<file path="src/rtl/pc_pkg.sv">
// Shared types and constants for the fetch-stage program counter.
package pc_pkg;

  typedef enum logic [2:0] {
    SEL_HOLD  = 3'd0,
    SEL_SEQ   = 3'd1,
    SEL_RAS   = 3'd2,
    SEL_REDIR = 3'd3,
    SEL_TRAP  = 3'd4
  } pc_sel_e;

  localparam logic [63:0] DEF_RESET_VEC = 64'h0;
  localparam logic [63:0] DEF_TRAP_VEC  = 64'h100;

  function automatic logic ialign_legal(input int unsigned ialign);
    return (ialign == 32'd2) || (ialign == 32'd4);
  endfunction

endpackage

</file>
<file path="src/rtl/pc_gen_unit_ras.sv">
// Circular return-address stack; built only when PC_RAS_EN is defined.
`ifdef PC_RAS_EN
module pc_ras
  import pc_pkg::*;
#(
  parameter int unsigned XLEN  = 32,
  parameter int unsigned DEPTH = 4
) (
  input  logic            clk,
  input  logic            rst_n,
  input  logic            clear,
  input  logic            push,
  input  logic            pop,
  input  logic [XLEN-1:0] push_data,
  output logic [XLEN-1:0] top,
  output logic            empty
);

  localparam int unsigned PTR_W = $clog2(DEPTH);
  localparam int unsigned CNT_W = PTR_W + 1;

  logic [XLEN-1:0]  mem_r [DEPTH];
  logic [PTR_W-1:0] ptr_r;
  logic [CNT_W-1:0] count_r;
  logic [PTR_W-1:0] top_idx_s;
  logic             pop_s;

  // ptr_r is the next free slot; the top lives one below it, wrapping.
  assign top_idx_s = ptr_r - PTR_W'(1);
  assign top       = mem_r[top_idx_s];
  assign empty     = (count_r == CNT_W'(0));
  assign pop_s     = pop & ~empty;

  // Stack pointer, occupancy and entry storage.
  always_ff @(posedge clk or negedge rst_n) begin
    if (!rst_n) begin
      ptr_r   <= '0;
      count_r <= '0;
      for (int i = 0; i < int'(DEPTH); i++) mem_r[i] <= '0;
    end else if (clear) begin
      ptr_r   <= '0;
      count_r <= '0;
    end else if (push && pop_s) begin
      mem_r[top_idx_s] <= push_data;
    end else if (push) begin
      mem_r[ptr_r] <= push_data;
      ptr_r        <= ptr_r + PTR_W'(1);
      if (count_r != CNT_W'(DEPTH)) begin
        count_r <= count_r + CNT_W'(1);
      end else begin
        count_r <= count_r;
      end
    end else if (pop_s) begin
      ptr_r   <= top_idx_s;
      count_r <= count_r - CNT_W'(1);
    end else begin
      ptr_r   <= ptr_r;
      count_r <= count_r;
    end
  end

endmodule
`endif

</file>
<file path="src/rtl/pc_gen_unit.sv">
// Fetch-stage PC generator: trap > redirect > RAS prediction > sequential > hold.
// Optional return-address stack enabled by defining PC_RAS_EN.
module pc_gen_unit
  import pc_pkg::*;
#(
  parameter int unsigned     XLEN      = 32,
  parameter logic [XLEN-1:0] RESET_VEC = XLEN'(DEF_RESET_VEC),
  parameter logic [XLEN-1:0] TRAP_VEC  = XLEN'(DEF_TRAP_VEC),
  parameter int unsigned     IALIGN    = 4,
  parameter int unsigned     RAS_DEPTH = 4
) (
  input  logic            clk,
  input  logic            rst_n,
  input  logic            stall_i,
  input  logic            fetch_ready_i,
  output logic            fetch_valid_o,
  output logic [XLEN-1:0] pc_o,
  output logic [XLEN-1:0] pc_plus_o,
  input  logic            redirect_valid_i,
  input  logic [XLEN-1:0] redirect_pc_i,
  input  logic            trap_valid_i,
  output logic            misalign_o,
  input  logic            ras_push_i,
  input  logic            ras_pop_i,
  output logic            ras_empty_o
);

  // An illegal IALIGN falls back to the 4-byte step.
  localparam int unsigned     STEP     = ialign_legal(IALIGN) ? IALIGN : 32'd4;
  localparam logic [XLEN-1:0] STEP_V   = XLEN'(STEP);
  localparam logic [XLEN-1:0] LOW_MASK = STEP_V - XLEN'(1);

  logic [XLEN-1:0] pc_r;
  logic [XLEN-1:0] pc_next_s;
  logic [XLEN-1:0] ras_top_s;
  logic            valid_r;
  logic            misalign_r;
  logic            accept_s;
  logic            ras_hit_s;
  pc_sel_e         sel_s;

  assign accept_s  = valid_r & fetch_ready_i & ~stall_i;
  assign pc_plus_o = pc_r + STEP_V;

`ifdef PC_RAS_EN
  logic ras_push_s;
  logic ras_pop_s;
  logic ras_empty_s;

  assign ras_push_s = accept_s & ras_push_i & ~trap_valid_i & ~redirect_valid_i;
  assign ras_pop_s  = accept_s & ras_pop_i  & ~trap_valid_i & ~redirect_valid_i;

  pc_ras #(
    .XLEN  (XLEN),
    .DEPTH (RAS_DEPTH)
  ) u_ras (
    .clk       (clk),
    .rst_n     (rst_n),
    .clear     (trap_valid_i),
    .push      (ras_push_s),
    .pop       (ras_pop_s),
    .push_data (pc_plus_o),
    .top       (ras_top_s),
    .empty     (ras_empty_s)
  );

  assign ras_hit_s   = accept_s & ras_pop_i & ~ras_empty_s;
  assign ras_empty_o = ras_empty_s;
`else
  logic unused_ras_s;
  assign unused_ras_s = ^{ras_push_i, ras_pop_i, RAS_DEPTH[0]};
  assign ras_hit_s    = 1'b0;
  assign ras_top_s    = '0;
  assign ras_empty_o  = 1'b1;
`endif

  // Next-PC source priority.
  always_comb begin
    sel_s = SEL_HOLD;
    if (trap_valid_i) begin
      sel_s = SEL_TRAP;
    end else if (redirect_valid_i) begin
      sel_s = SEL_REDIR;
    end else if (ras_hit_s) begin
      sel_s = SEL_RAS;
    end else if (accept_s) begin
      sel_s = SEL_SEQ;
    end else begin
      sel_s = SEL_HOLD;
    end
  end

  // Next-PC mux; redirect targets are forced onto the instruction grid.
  always_comb begin
    pc_next_s = pc_r;
    case (sel_s)
      SEL_TRAP:  pc_next_s = TRAP_VEC;
      SEL_REDIR: pc_next_s = redirect_pc_i & ~LOW_MASK;
      SEL_RAS:   pc_next_s = ras_top_s;
      SEL_SEQ:   pc_next_s = pc_plus_o;
      SEL_HOLD:  pc_next_s = pc_r;
      default:   pc_next_s = pc_r;
    endcase
  end

  // PC, request-valid and misalignment-pulse registers.
  always_ff @(posedge clk or negedge rst_n) begin
    if (!rst_n) begin
      pc_r       <= RESET_VEC;
      valid_r    <= 1'b0;
      misalign_r <= 1'b0;
    end else begin
      pc_r       <= pc_next_s;
      valid_r    <= 1'b1;
      misalign_r <= redirect_valid_i & ~trap_valid_i & ((redirect_pc_i & LOW_MASK) != '0);
    end
  end

  assign pc_o          = pc_r;
  assign fetch_valid_o = valid_r;
  assign misalign_o    = misalign_r;

endmodule

</file>
<file path="config.mk">
export PLATFORM = sky130hd
export DESIGN_NAME = pc_gen_unit
export DESIGN_NICKNAME = d
export VERILOG_FILES = /design/src/rtl/pc_pkg.sv /design/src/rtl/pc_gen_unit_ras.sv /design/src/rtl/pc_gen_unit.sv
export SDC_FILE = /design/constraint.sdc
export NUM_CORES = 1
export LEC_CHECK = 0
export CORE_UTILIZATION = 42
export DETAILED_ROUTE_END_ITERATION = 6
export HOLD_SLACK_MARGIN = 0.08
export MAX_ROUTING_LAYER = met4
export PLACE_DENSITY = 0.81
export SYNTH_ARGS = -nofsm -noshare
export SYNTH_HDL_FRONTEND = slang
export SYNTH_HIERARCHICAL = 1
export SYNTH_SLANG_ARGS = --single-unit
</file>
<file path="constraint.sdc">
create_clock -name clk -period 2.8 [get_ports clk]
set_input_delay 0.56 -clock clk [delete_from_list [all_inputs] [get_ports clk]]
set_output_delay 0.56 -clock clk [all_outputs]
set_load 0.01 [all_outputs]
</file>
Yosys cells after proc, flatten, opt, wreduce, memory -nomap -nowiden
Index checks and enable logic that the tools add are counted.
- logic and storage cells: 20
- input bits: 40
- bits in registers: 34
- bitwise gates (word level): 6
- mux-type cells: 4
- equality and inequality tests: 4
- $add $sub $neg: 1
- reduce and logical (&&, ||, !) cells: 2
- operator list (cell ; number):
    case mux 32 bit (4 select lines) ; 1
    adder 32 x 3 -> 32 bit, second input constant ; 1
    nonzero test 32 bit ; 1
    == test 3 x 2 -> 1 bit, second input constant ; 2
    two-way mux 3 bit ; 2
    bitwise AND 1 bit ; 4
    nonzero test 4 bit ; 1
    == test 3 x 1 -> 1 bit, second input constant ; 1
    == test 3 bit, second input constant ; 1
    inverter 1 bit ; 2
    two-way mux 1 bit ; 1

Longest topological paths before layout
Gate-level depths: netlist of the first run.
- word-level depth: 7
- depth in mapped cells: 7
- mapped depth without buffers: 6

Least setup slack after synthesis of the first run
OpenSTA, ideal clock, no wires.
- path type: reg2out
- start: reg pc_r[2] (netlist: pc_o[2])
- end: out pc_plus_o[22]
- stages on the path, launching flop included: 7
- required time: 2.240 ns
- arrival: 1.840 ns
- path slack: 0.400 ns
- cells stage by stage: dfrtp_1 ha_1 nand4_1 nor4_4 nand3_1 nor2_1 xor2_1
- cells in the longest elaborated chain, start to end: 1
- RTL lines (item ; line ; RTL):
    start: declaration ; pc_gen_unit.sv:33 ; logic [XLEN-1:0] pc_r;
    start signal: assignment ; pc_gen_unit.sv:113 ; pc_r <= pc_next_s;
    adder 32 x 3 -> 32 bit ; pc_gen_unit.sv:43 ; assign pc_plus_o = pc_r + STEP_V;
    end: declaration ; pc_gen_unit.sv:18 ; output logic [XLEN-1:0] pc_plus_o,
Every way passes these cells.

Final worst setup path of the first run
- start: reg pc_r[3] (netlist: pc_o[3])
- end: out pc_plus_o[25]
The elaborated chain is that of the path after synthesis.

==> metrics.cfg, run 1 <==
[outcome]
status = completed

[yosys]
synthTopCellsByArea = dfrtp_1, xor2_1, xnor2_1
synth_cells = 279
synth_xor_area_frac = 0.197
synth_top_area_share = 0.334
ys_ff_latch = 32
synth-edff-count = 0
synthFlopType = dfrtp_1
syn_area_per_cell_um2 = 8.59
synth_area_leader_cell = dfrtp_1
synth.yosys.seq_area_share = 0.334
async_reset_ff_frac = 1.00
synth_compound_area_frac = 0.0893
yosysUniqueCellTypes = 38
synth_mux_area_frac = 0.0167
synth_area_um2 = 2400
synth_fa_ha_area_frac = 0.00522
yosys_warnings = 6
synth_top_family_by_area = simple AND/OR/NAND/NOR gates
yosys.area_share.simple = 0.300

[critical_path]
cp.arrival_ns = 2.17
worstRegToRegCells = 7
crit_required_ns = 2.24
critPathKind = reg2out
r2r_start = pc_o[5]
max_stage_delay_ns = 0.56
critPathMaxFanout = 3
worstSetupStartpointType = flip-flop
endpoint_kind = output port
cpMaxStageDelayCell = clkdlybuf4s50_1
reg2reg_to = pc_o[31]
r2r_slack_ns = 0.86
crit_path_start = pc_o[3]
crit_end = pc_plus_o[25]
cp_cell_sequence = buf_4 > and3_1 > nand3_1 > and3b_2 > nand2_1 > xnor2_1 > clkdlybuf4s50_1

[timing]
setup_tns_ns = 0
rsz0062_at_grt = true
min_period_ns = 2.73
finalHoldViolations = 0
post-route-period-util = 0.976
setup_viol = 0
fmax_mhz = 366
maxSlewViolCount = 0
clock_skew_ns = 0.00440

[flow_run]
cap_viol_max_count = 0

[clock_network]
clk_pin_slew_ns = 0.07
cts_buffer_depth = 2
htreeDepth = 2
holdBufCountCts = 0
tritoncts = done
clk_latency_ns = 0.29
clkSinkCount = 32
cts_made_buffers = 5
cts_root_buf = clkbuf_8

[global_routing]
grt_pass1_wl_um = 11500
grt_pass1_vias = 2386
grt-ovfl-total = 0
grt_max_degree = 33
antenna_found_initial = 0
gr-usage-all-layers = 0.247

[finish]
nFillCells = 422
area_growth_pct = 60.0
drive_gt1_frac = 0.169
diodes = 0
nets = 452
design_area_um2 = 3830

[floorplan]
die_h_um = 77.5
die_w_um = 77.5
core_area_um2 = 5510
die_area_um2 = 6010
initial_utilization = 0.435
ioPinCount = 107
rows = 27

[route]
totalWireLength_um = 7140
ant_nets = 0
drt_iter0_markers = 213
post_drt_wl_per_cell_um = 14.9
drt_pass1_iterations = 4
drc = 0
vias_per_cell = 5.25
vias = 2526

[min_path]
hold_class = reg2reg
hp-start = pc_o[31]

[placed_design]
dp_hpwl_um = 5230
place_area_um2 = 3620
io_buffers = 99
gp_congestion = 0.871

[pwr]
ir_drop_mv = 0.211
fin_total_pwr_uw = 1230
leakagePower_uw = 0.00169
power_density_nw_per_um2 = 322

[worst min path at each step]
stage / end / slack (ns) / cells past startpoint
finish: pc_o[31] / 0.63 / 2
global route: pc_o[31] / 0.65 / 2
CTS: pc_o[31] / 0.63 / 2
detailed placement: pc_o[31] / 0.61 / 2
global placement: pc_o[31] / 0.60 / 2
floorplan: fetch_valid_o / 0.26 / 0
[cells in the mapped netlist, types with 2 or more instances]
cell,instances
nor3_1,3
nand4_1,15
or3_1,2
and3b_1,2
and2_1,2
nand3_4,3
o21ai_0,2
nor2_1,46
nor4_4,2
buf_2,4
buf_4,7
clkbuf_1,12
a21oi_1,6
inv_1,3
nand2_1,21
conb_1,2
mux2i_1,4
dfrtp_1,32
xnor2_1,25
nand3_1,17
a211oi_1,18
xor2_1,29
and3_1,5
and4_1,3
[layout make-up]
type,instances,area [um2],share of cell area
Multi-Input combinational cell,225,1520,0.396
Timing Repair Buffer,144,1340,0.350
Sequential cell,32,803,0.210
Tap cell,72,90.1,0.0235
Clock buffer,5,68.8,0.0180
Inverter,3,11.3,0.00294
[report_power, final]
group / leakage (uW) / total (uW) / internal (uW) / switching (uW)
clock network: 0.0000359 / 327 / 160 / 167
registers: 0.000410 / 529 / 492 / 37.6
logic: 0.00124 / 378 / 216 / 162
total: 0.00169 / 1230 / 868 / 366
[critical path, delay by kind of cell (launching register included)]
| family | cells | cell delay (ns) |
|---|---|---|
| DFF | 1 | 0.36 |
| xor gates and xnor gates | 1 | 0.15 |
| buffers and inverters | 2 | 0.70 |
| and+or+nand+nor | 4 | 0.69 |
[logic make-up after synthesis]
group | Yosys count
other | 2
buffers and inverters | 26
AO/OA/AOI/OAI | 31
multiplexers | 4
XOR/XNOR | 54
flip-flops | 32
AND/OR/NAND/NOR | 129
adder cells (fa/ha/maj) | 1
[flip-flops by register name (all words and copies together) (netlist names)]
signal	count
fetch_valid_o	1
pc_o	30
misalign_o	1
[per-stage QoR]
stage	setup WS [ns]	hold slack, ns	cells	util
2_1_floorplan	0.400	0.264	283	-
3_3_place_gp	0.168	0.595	462	0.657
3_5_place_dp	0.0856	0.613	462	0.657
4_1_cts	0.0197	0.627	472	0.676
5_1_grt	-0.0395	0.648	481	0.696
6_report	0.0668	0.629	481	0.696
[per-layer routing]
layer,vias to the layer above,wire (um),GRT usage
li1,1217,-,-
met1,1200,3140,0.309
met2,102,3580,0.406
met3,7,355,0.0376
met4,0,74,0.0830
met5,-,0,-
[cell usage in the layout, fill, tap and decap left out, types with 4 or more instances in the layout]
master            n
clkdlybuf4s50_1  87
nor2_1           44
clkbuf_8          5
buf_4            44
nand4_1          15
nand3_1          15
dfrtp_1          30
and3_1            5
mux2i_1           4
xor2_1           29
a211oi_1         18
xnor2_1          25
nand2_1          20
dlymetal6s2s_1    4
a21oi_1           6
dlygate4sd2_1     8
conb_1            6
[what timing repair did]
| action | in CTS | in global routing |
|---|---|---|
| endpoints found under the setup margin | 14 | 13 |
| pin swaps | 1 | 1 |
| buffers inserted | 5 | 9 |
| gates resized for setup | 11 | 12 |
(Power assumes the default switching activity.)
==> inputs of run 2 (changes only) <==
--- a/config.mk
+++ b/config.mk
@@ -5,6 +5,7 @@
 export SDC_FILE = /design/constraint.sdc
 export NUM_CORES = 1
 export LEC_CHECK = 0
+export CORE_ASPECT_RATIO = 1.75
 export CORE_UTILIZATION = 42
 export DETAILED_ROUTE_END_ITERATION = 6
 export HOLD_SLACK_MARGIN = 0.08
==> metrics.cfg, run 2 (synthesized netlist as in run 1, its figures left out) <==
[global_routing]
grt_pass1_vias = 2647  ; +11%
antenna_found_initial = 0  ; unchanged
grt_pass1_wl_um = 12300  ; +7.5%
gr-usage-all-layers = 0.282  ; +0.0347
grt_max_degree = 33  ; unchanged
grt-ovfl-total = 0  ; unchanged

[route]
post_drt_wl_per_cell_um = 16.8  ; +13%
drt_pass1_iterations = 4  ; unchanged
totalWireLength_um = 8270  ; +16%
drt_iter0_markers = 150  ; -30%
drc = 0  ; unchanged
ant_nets = 0  ; unchanged
vias = 2685  ; +6.3%
vias_per_cell = 5.45  ; +3.7%

[timing]
worst_pin_slew_ns = 0.578
maxSlewViolCount = 0  ; unchanged
finalHoldViolations = 0  ; unchanged
setup_viol = 0  ; unchanged
clock_skew_ns = 0.00908  ; +0.00468 ns
fmax_mhz = 363  ; -0.74%
post-route-period-util = 0.983  ; +0.00730
holdWs_ns = 0.622  ; -0.00714 ns
max_slew_margin = 0.614
min_period_ns = 2.75  ; +0.0204 ns
setup_tns_ns = 0  ; unchanged

[clock_network]
cts_buffer_depth = 2  ; unchanged
cts_root_buf = clkbuf_8
tritoncts = done
holdBufCountCts = 0  ; unchanged
htreeDepth = 2  ; unchanged
clk_pin_slew_ns = 0.07  ; about the same
clk_latency_ns = 0.29  ; about the same
clkSinkCount = 32  ; unchanged
cts_made_buffers = 5  ; unchanged

[floorplan]
die_w_um = 59.1  ; -24%
initial_utilization = 0.432  ; -0.00265
rows = 36  ; +33%
die_area_um2 = 6020  ; +0.20%
die_h_um = 102  ; +31%
ioPinCount = 107  ; unchanged
core_area_um2 = 5540  ; +0.61%

[critical_path]
r2r_slack_ns = 0.69  ; -0.17 ns
r2r_start = pc_o[2]
cpMaxStageDelayCell = clkdlybuf4s50_1
crit_required_ns = 2.24  ; about the same
worstRegToRegCells = 8  ; +1
critPathKind = reg2out
crit_path_frequent_cell = buf_4
crit_path_start = pc_o[2]
critPathMaxFanout = 5  ; +2
cp_cell_sequence = ha_1 > nand4_1 > buf_4 > nor3_4 > buf_4 > xor2_1 > clkdlybuf4s50_1
worstSetupStartpointType = flip-flop
endpoint_kind = output port
reg2reg_to = pc_o[30]
max_stage_delay_ns = 0.56  ; about the same
cp.arrival_ns = 2.19  ; +0.02 ns

[finish]
nets = 457  ; +1.1%
final_core_util = 0.706  ; +0.0102
final_common_cell = clkdlybuf4s50_1
diodes = 0  ; unchanged
mostFrequentLayoutCells = clkdlybuf4s50_1, buf_4, nor2_1
largest_register_ffs = 30  ; unchanged
area_growth_pct = 63.3
drive_gt1_frac = 0.180  ; +0.0112

[pwr]
power_density_nw_per_um2 = 330  ; +2.4%
ir_drop_mv = 0.310  ; +47%
leakagePower_uw = 0.00184  ; +9.4%

[placed_design]
dp_hpwl_um = 5660  ; +8.2%
io_buffers = 99  ; unchanged
gp_congestion = 0.931  ; +6.9%

[min_path]
hp-start = pc_o[31]
hold_depth = 2  ; unchanged
hold_class = reg2reg
holdPathEnd = pc_o[31]

[flow_run]
cap_viol_max_count = 0  ; unchanged

[outcome]
status = completed

-- run 2: cell count changes in the layout (fill, tap and decap cells not counted), moves of 2 or more --
cell	before	now
dlygate4sd2_1	8	6
dlymetal6s2s_1	4	12
buf_4	44	50
clkdlybuf4s50_1	87	81
clkbuf_1	0	2
-- run 2: metal layers --
metal  vias up  global-route usage  part of all wire  wire length [um]
met5         -                   -                 0                 0
li1       1228                   -                 -                 -
met4         0               0.136             0.036               299
met1      1297               0.270              0.35              2860
met3        30              0.0544             0.046               384
met2       130               0.520              0.57              4720
-- run 2: how the worst max path moves through the flow --
stage / to / slack (ns) / cells after the start
2_1_floorplan: pc_plus_o[22] / 0.40 / 6
4_1_cts: pc_plus_o[18] / -0.003 / 7
3_5_place_dp: pc_plus_o[22] / -0.01 / 7
5_1_grt: pc_plus_o[13] / -0.01 / 6
6_report: pc_plus_o[12] / 0.05 / 7
3_3_place_gp: pc_plus_o[22] / 0.02 / 7
-- run 2: where the power goes --
part	internal (uW)	total (uW)	switching [uW]
registers	491	532	40.8
clock network	201	376	176
logic	214	382	168
-- run 2: critical path: cells and delay by family, from the launching register on --
kind	cells	cell delay (ns)
AND/OR/NAND/NOR	2	0.28
XOR/XNOR	1	0.14
buffers and inverters	3	0.92
adder cells (fa/ha/maj)	1	0.18
flip-flops	1	0.40
-- run 2: cell type report --
cell class	instances	area, um2
flip-flops and latches	32	803
multi-input cells	225	1530
fillers	437	1630
repair buffers	149	1390
well taps	76	95.1
inverters	3	11.3
clock buffers	8	90.1
-- run 2: repair_timing --
item                       in CTS  in global routing
gates resized for setup        12                 17
setup endpoints to repair      19                 13
hold endpoints to repair        0                  0
buffers inserted               13                  8
pin swaps                       2                  1
-- run 2: per-stage QoR --
step | instance area, um2 | std cells | setup WS, ns | total power, uW
3_3_place_gp | 3600 | 464 | 0.0229 | 906
6_report | 3910 | 493 | 0.0463 | 1290
5_1_grt | 3910 | 493 | -0.0121 | 1340
4_1_cts | 3800 | 485 | -0.00277 | 1290
2_1_floorplan | 2410 | 283 | 0.400 | 687
3_5_place_dp | 3600 | 464 | -0.0135 | 912
==> inputs of run 3 (changes only) <==
--- a/config.mk
+++ b/config.mk
@@ -6,11 +6,11 @@
 export NUM_CORES = 1
 export LEC_CHECK = 0
 export CORE_ASPECT_RATIO = 1.75
-export CORE_UTILIZATION = 42
+export CORE_UTILIZATION = 40
 export DETAILED_ROUTE_END_ITERATION = 6
 export HOLD_SLACK_MARGIN = 0.08
 export MAX_ROUTING_LAYER = met4
-export PLACE_DENSITY = 0.81
+export PLACE_DENSITY = 0.77
 export SYNTH_ARGS = -nofsm -noshare
 export SYNTH_HDL_FRONTEND = slang
 export SYNTH_HIERARCHICAL = 1
==> metrics.cfg, run 3 (synthesized netlist as in run 1, its figures left out) <==
[timing]
holdWs_ns = 0.622  ; -0.0000490 ns
clock_skew_ns = 0.00446  ; -0.00462 ns
fmax_mhz = 369  ; +1.7%
setup_viol = 0  ; unchanged
max_slew_margin = 0.612  ; -0.00149
min_period_ns = 2.71  ; -0.0448 ns
maxSlewViolCount = 0  ; unchanged
post-route-period-util = 0.967  ; -0.0160
finalHoldViolations = 0  ; unchanged
rsz0062_at_grt = true
worst_pin_slew_ns = 0.580  ; +0.00223 ns

[critical_path]
endpoint_kind = output port
worstSetupStartpointType = flip-flop
cp.arrival_ns = 2.15  ; -0.04 ns
critPathMaxFanout = 6  ; +1
crit_required_ns = 2.24  ; about the same
critPathKind = reg2out

[clock_network]
htreeDepth = 2  ; unchanged
clkSinkCount = 32  ; unchanged
clk_latency_ns = 0.29  ; about the same
cts_made_buffers = 5  ; unchanged
holdBufCountCts = 0  ; unchanged
clk_pin_slew_ns = 0.06  ; about the same
tritoncts = done
cts_root_buf = clkbuf_8
cts_buffer_depth = 2  ; unchanged

[finish]
nets = 447  ; -2.2%
mostFrequentLayoutCells = clkdlybuf4s50_1, nor2_1, buf_4
largest_register_ffs = 30  ; unchanged
finalNonFillerCells = 486  ; -1.4%
final_common_cell = clkdlybuf4s50_1
drive_gt1_frac = 0.165  ; -0.0152
area_growth_pct = 60.7

[route]
vias = 2486  ; -7.4%
totalWireLength_um = 7420  ; -10%
drc = 0  ; unchanged
vias_per_cell = 5.12  ; -6.1%
drt_pass1_iterations = 4  ; unchanged
post_drt_wl_per_cell_um = 15.3  ; -8.9%
ant_nets = 0  ; unchanged
drt_iter0_markers = 93  ; -38%

[global_routing]
gr-usage-all-layers = 0.257  ; -0.0242
grt-ovfl-total = 0  ; unchanged
grt_pass1_wl_um = 12000  ; -2.4%
grt_max_degree = 34  ; +3.0%
antenna_found_initial = 1  ; +1
grt_pass1_vias = 2587  ; -2.3%

[pwr]
fin_total_pwr_uw = 1270  ; -1.4%
power_density_nw_per_um2 = 331  ; +0.27%
ir_drop_mv = 0.207  ; -33%
leakagePower_uw = 0.00176  ; -4.5%

[outcome]
status = completed

[floorplan]
die_w_um = 60.5  ; +2.4%
ioPinCount = 107  ; unchanged
initial_utilization = 0.411  ; -0.0217
die_area_um2 = 6320  ; +4.9%
core_area_um2 = 5830  ; +5.3%
die_h_um = 104  ; +2.4%
rows = 37  ; +2.8%

[flow_run]
cap_viol_max_count = 0  ; unchanged

[placed_design]
placed_cells_incl_taps = 467  ; +0.65%
dp_hpwl_um = 5570  ; -1.7%
io_buffers = 99  ; unchanged
gp_congestion = 0.887  ; -4.7%

[min_path]
hold_class = reg2reg

## run 3: cell count changes in the layout (fill, tap and decap cells not counted), sizes merged
cell           previous run  this run
buf                      50        40
clkdlybuf4s50            81        84
diode                     0         1
dlygate4sd2               6         5
dlymetal6s2s             12        10
## run 3: cell type report
class / instances / area, um2
inverter: 3 / 11.3
fill: 526 / 1980
multi-input combinational: 225 / 1530
clock buffer: 8 / 90.1
timing repair buffer: 139 / 1310
sequential: 32 / 807
tap: 78 / 97.6
antenna: 1 / 2.50
## run 3: final timing paths
check | startpoint | endpoint | slack (ns) | cells after the start
max in group asynchronous | rst_n | pc_o[6] | 1.77 | 2
min | pc_o[31] | pc_o[31] | 0.62 | 2
min reg2reg | pc_o[31] | pc_o[31] | 0.62 | 2
max reg2reg | pc_o[3] | pc_o[22] | 0.77 | 10
min in group asynchronous | rst_n | pc_o[16] | 0.69 | 2
max | pc_o[3] | pc_plus_o[24] | 0.09 | 9
## run 3: timing repair
item                                    in CTS  in global routing
endpoints found under the hold margin        0                  0
pin swaps                                    2                  2
gates resized for setup                     14                 16
setup buffers                                5                  5
endpoints found under the setup margin      19                 14
## run 3: worst max-delay path, stage by stage, from the launching register on
cell and delay [ns]:
dfrtp_2 0.41, ha_1 0.18, nand4_1 0.10, buf_4 0.19, nor4_4 0.18, buf_4 0.18
buf_4 0.11, nand3_1 0.09, xnor2_1 0.14, dlygate4sd2_1 0.28
## run 3: routing by layer
layer  up-vias  routed length [um]  global-route usage
met5         -                   0                   -
met4         0                 286               0.122
met3        21                 326              0.0348
met2        89                4080               0.443
met1      1166                2730               0.277
li1       1210                   -                   -
## run 3: metrics by stage
| step | setup TNS (ns) | cell area (um2) | util | worst slack, ns |
|---|---|---|---|---|
| 6_report | 0 | 3850 | 0.660 | 0.0911 |
| 5_1_grt | -0.0470 | 3850 | 0.660 | -0.0353 |
| 4_1_cts | 0 | 3760 | 0.645 | 0.00590 |
| 3_5_place_dp | 0 | 3610 | 0.618 | 0.0916 |
| 3_3_place_gp | 0 | 3610 | 0.618 | 0.141 |
| 2_1_floorplan | 0 | 2410 | - | 0.400 |
## run 3: where the power goes
group	internal, uW	switching, uW	leakage (uW)	total (uW)
clock network	200	169	0.0000455	369
registers	492	40.5	0.000406	533
logic	212	159	0.00131	371
